[src/rtl/delay_seq_pkg.sv]
// Shared state encodings and sizing helpers for the channel release sequencer.
package delay_seq_pkg;

  localparam logic [1:0] ST_IDLE  = 2'd0;
  localparam logic [1:0] ST_COUNT = 2'd1;
  localparam logic [1:0] ST_DONE  = 2'd2;

  typedef logic [1:0] state_t;

  // Channel index needs at least one bit even for a single channel.
  function automatic int ch_width(int n);
    return (n > 1) ? $clog2(n) : 1;
  endfunction

endpackage

[src/rtl/delay_seq_counter.sv]
// Up-counter with clear/enable that flags when it reaches the loaded terminal value
// and wraps to zero on the enabled cycle where the flag is set.
module seq_counter #(
  parameter int W = 8
) (
  input  logic         clk_i,
  input  logic         rst_i,
  input  logic         clr_i,
  input  logic         en_i,
  input  logic [W-1:0] term_val_i,
  output logic         term_o
);

  logic [W-1:0] r_cnt;

  assign term_o = (r_cnt == term_val_i);

  always_ff @(posedge clk_i) begin
    if (rst_i || clr_i) begin
      r_cnt <= '0;
    end else if (en_i) begin
      r_cnt <= term_o ? '0 : r_cnt + W'(1);
    end
  end

endmodule

[src/rtl/delay_seq.sv]
// Releases NUM_CH sticky outputs in order, each after its own latched delay,
// then reports completion until the next start or reset.
//
//   state    | meaning
//   ST_IDLE  | waiting for start, nothing released
//   ST_COUNT | timing the delay of channel r_ch
//   ST_DONE  | all channels released, waiting for restart
module delay_seq
  import delay_seq_pkg::*;
#(
  parameter int NUM_CH  = 4,
  parameter int DELAY_W = 8
) (
  input  logic                      clk_i,
  input  logic                      rst_i,
  input  logic                      start_i,
  input  logic                      hold_i,
  input  logic [NUM_CH*DELAY_W-1:0] delay_i,
  output logic [NUM_CH-1:0]         release_o,
  output logic                      busy_o,
  output logic                      done_o
);

  localparam int CH_W = ch_width(NUM_CH);

  state_t                    r_state;
  logic [CH_W-1:0]           r_ch;
  logic [NUM_CH*DELAY_W-1:0] r_dly_q;
  logic [NUM_CH-1:0]         r_release;

  logic                      w_start_ok;
  logic                      w_count_en;
  logic                      w_term;
  logic                      w_last_ch;
  logic [DELAY_W-1:0]        w_dly_sel;
  logic [NUM_CH-1:0]         w_ch_sel;

  assign w_start_ok = start_i && ((r_state == ST_IDLE) || (r_state == ST_DONE));
  assign w_count_en = (r_state == ST_COUNT) && !hold_i;
  assign w_last_ch  = (r_ch == CH_W'(NUM_CH - 1));

  // Explicit compare mux keeps the index legal for non-power-of-two channel counts.
  always_comb begin
    w_dly_sel = '0;
    w_ch_sel  = '0;
    for (int k = 0; k < NUM_CH; k++) begin
      if (r_ch == CH_W'(k)) begin
        w_dly_sel   = r_dly_q[k*DELAY_W +: DELAY_W];
        w_ch_sel[k] = 1'b1;
      end
    end
  end

  seq_counter #(
    .W (DELAY_W)
  ) u_seq_counter (
    .clk_i      (clk_i),
    .rst_i      (rst_i),
    .clr_i      (w_start_ok),
    .en_i       (w_count_en),
    .term_val_i (w_dly_sel),
    .term_o     (w_term)
  );

  always_ff @(posedge clk_i) begin
    if (rst_i) begin
      r_state   <= ST_IDLE;
      r_ch      <= '0;
      r_dly_q   <= '0;
      r_release <= '0;
    end else begin
      case (r_state)
        ST_IDLE, ST_DONE: begin
          if (start_i) begin
            r_dly_q   <= delay_i;
            r_ch      <= '0;
            r_release <= '0;
            r_state   <= ST_COUNT;
          end
        end
        ST_COUNT: begin
          if (!hold_i && w_term) begin
            r_release <= r_release | w_ch_sel;
            if (w_last_ch) begin
              r_state <= ST_DONE;
            end else begin
              r_ch <= r_ch + CH_W'(1);
            end
          end
        end
        default: r_state <= ST_IDLE;
      endcase
    end
  end

  assign release_o = r_release;
  assign busy_o    = (r_state == ST_COUNT);
  assign done_o    = (r_state == ST_DONE);

endmodule

[config.mk]
export PLATFORM = sky130hd
export DESIGN_NAME = delay_seq
export DESIGN_NICKNAME = d
export VERILOG_FILES = /design/src/rtl/delay_seq_pkg.sv /design/src/rtl/delay_seq_counter.sv /design/src/rtl/delay_seq.sv
export SDC_FILE = /design/constraint.sdc
export NUM_CORES = 1
export LEC_CHECK = 0
export CAP_MARGIN = 20
export CORE_MARGIN = 2
export CORE_UTILIZATION = 50
export DETAILED_ROUTE_END_ITERATION = 16
export PLACE_DENSITY_LB_ADDON = 0.2
export SETUP_SLACK_MARGIN = 0.02
export SLEW_MARGIN = 0
export SYNTH_ARGS = -nofsm -noshare
export SYNTH_HDL_FRONTEND = slang
export SYNTH_HIERARCHICAL = 1
export SYNTH_SLANG_ARGS = --single-unit
[constraint.sdc]
create_clock -name clk_i -period 5.2 [get_ports clk_i]
set_clock_uncertainty 0.05 [all_clocks]
set_input_delay 0.78 -clock clk_i [delete_from_list [all_inputs] [get_ports clk_i]]
set_output_delay 0.78 -clock clk_i [all_outputs]
set_load 0.02 [all_outputs]
==> out/summary.txt <==
status: finished clean
fin cells: 375
Max Cap Viol: 0
Final GP Congestion: 0.816
# diodes: 0
TritonCTS clock tree: done
cts hold-fix bufs: 0
Synth Instances: 291
vias in the first global route: 1795
Reg power frac: 53.6%
Post-Syn Nets: 332
Syn Area/Cell: 8.35 um^2
Crit path arrival time: 2.84 ns
Initial Util: 51.8%
synth warn: 6
endpoints failing setup: 0
initial antenna violation count: 0
minimum clock period after layout: 2.65 ns
height of the die: 73.7 um
VDD IR-drop max: 0.000111 V
Startpoint Class: register
GRT Max-Usage Layer: met2
Filler cells: 445
# IOs: 42
met3 usage: 3.43%
Clock Power Share: 30.6%
switching share of power: 25.6%
Max Slew Vio Count: 0
area grow syn2layout: 17.1%
IO Port Bufs: 41
unrepaired setup endpoints after global routing: false
# rows: 25
Global Route Usage Sum: 18.6%
PostCTS Resize Cnt: 0
post-synth top area share: 39.6%
relative slew slack: 55.8%
Post-CTS Setup Bufs: 0
internal power: 0.000549 W
clk_lat worst skew: 0.30 ns
crit path from: r_ch[0]
Longest Clk Path Bufs: 2
CTS Sinks: 48
Synth top cells by count: nand2_1, dfxtp_1, a21oi_1
Unique masters post-synth: 37
Final Hold Fails: 0
global-route wire length before repair: 7940 um
largest net degree at the start of global routing: 39
# nets final: 361
DRC: 0
CTS Buf Count: 5
chip width: 73.7 um
crit-path max FO: 17
Vias/cell: 5.12
Tcrit/Tclk final: 51.0%
met1 Track Usage GR: 24.2%
die area: 5430 um^2
Root Buffer: clkbuf_8
Worst R2R Start: r_ch[0]
H-tree Lvls: 2
routed len/inst: 12.2 um
worst hold path class: reg -> reg
Place WS: 2.57 ns
worst setup slack after layout: 2.55 ns
Leak Pwr: 0.978 nW
ratio of cells with drive above 1 in the final layout: 15.9%
most common cell in the synthesized netlist: nand2_1
Power Density: 259 nW/um^2
DP Cell Count: 367
cell taking the most area after synthesis: dfxtp_1
met2 GRT Util: 30.1%
via count: 1919
Synth area leaders: dfxtp_1, nand2_1, a21oi_1
critical path capture point type: register
P_sw: 0.000189 W
share of the yosys chip area belonging to registers: 39.6%
gr ovfl total: 0
Netlist Area Pre-Place: 2430 um^2
setup_tns: 0 ns
Post-DRT Antenna Nets: 0
ys async rst share: 0%
Max Freq: 377 MHz
Crit Path Class: reg -> reg
hold path startpoint: release_o[0]
WP data required: 5.38 ns
clock transition at the registers of the reported paths: 0.08 ns
worst-margin pin slew: 0.664 ns
Iteration-0 DRC Markers: 61
FF+latch count, synth: 48
dpl hpwl: 3280 um
combinational power share: 15.8%
Detailed Route WL: 4580 um
Main synth FF type: dfxtp_1
first-pass iteration count of the detailed router: 4
CORE AREA: 4690 um^2
EDFF count, synth: 0
## registers in the layout, summed over array words and instances (netlist names)
| name | cells |
|---|---|
| r_dly_q | 32 |
| u_seq_counter/r_cnt | 8 |
| release_o | 4 |
| r_ch | 2 |
| r_state | 2 |
## layer usage
layer	routed length, um	vias up
li1	-	1017
met1	2310	864
met2	2070	33
met3	132	5
met4	70	0
met5	0	-
## path summary, 6_finish.rpt
path | slack, ns | cells past startpoint | end
max | 2.55 | 11 | r_ch[0]
min | 0.40 | 2 | release_o[0]
max reg2reg | 2.55 | 11 | r_ch[0]
min reg2reg | 0.40 | 2 | release_o[0]
## worst max-delay path, cell delays in order (launching register included)
cell and delay [ns]:
dfxtp_1 0.40, inv_1 0.08, ha_1 0.39, a21oi_1 0.18, o21ai_0 0.11, a22o_1 0.22, xnor2_1 0.13, nand4_1 0.19
nor2_1 0.22, nand4bb_1 0.17, or3_1 0.33, a21oi_1 0.12
## placed cells by master (no fill, tap or decap), types with 2 or more instances in the layout
cell             count
o21ai_0             12
ha_1                 5
inv_1               17
a21oi_1             35
a22o_1               8
dfxtp_1             48
o211ai_1             2
xor2_1               4
nand2_2             20
a21oi_2             20
clkdlybuf4s50_1     41
xnor2_1             11
nand2_1             55
nand4_1              5
clkbuf_1             2
nor2_1              14
clkbuf_8             6
## area by class of cell
type	count	area [um^2]	share of cell area, %
multi-input cells	205	1240	43.5
flip-flops and latches	48	961	33.8
repair buffers	42	418	14.7
clock buffers	8	90.1	3.17
inverters	18	70.1	2.46
well taps	54	67.6	2.38
## power by group through the flow
stage	logic, W	registers (W)	clock network, W
after floorplan	0.0000867	0.000401	0
after global placement	0.000117	0.000404	0
after detailed placement	0.000118	0.000404	0
after CTS	0.000118	0.000395	0.000229
after global routing	0.000130	0.000397	0.000244
final	0.000117	0.000395	0.000225
## kinds of logic (layout without fill, tap and decap cells)
group | count (synthesis) | after routing | share of synthesized area [%]
compound gates | 79 | 79 | 21.6
fa+ha+maj | 5 | 5 | 2.58
simple gates | 105 | 105 | 20.9
flops | 48 | 48 | 39.6
buf+inv | 38 | 68 | 9.53
xor+xnor | 15 | 15 | 5.41
mux | 1 | 1 | 0.412
## through the flow
step / hold WS [ns] / util (%) / total power [W] / instance area, um^2
6_report: 0.398 / 60.6 / 0.000738 / 2840
5_1_grt: 0.418 / 60.6 / 0.000771 / 2840
4_1_cts: 0.402 / 60.6 / 0.000742 / 2840
3_5_place_dp: 0.389 / 58.7 / 0.000522 / 2750
3_3_place_gp: 0.384 / 58.7 / 0.000520 / 2750
2_1_floorplan: 0.387 / - / 0.000488 / 2430
Power figures use the tool's default switching activity.
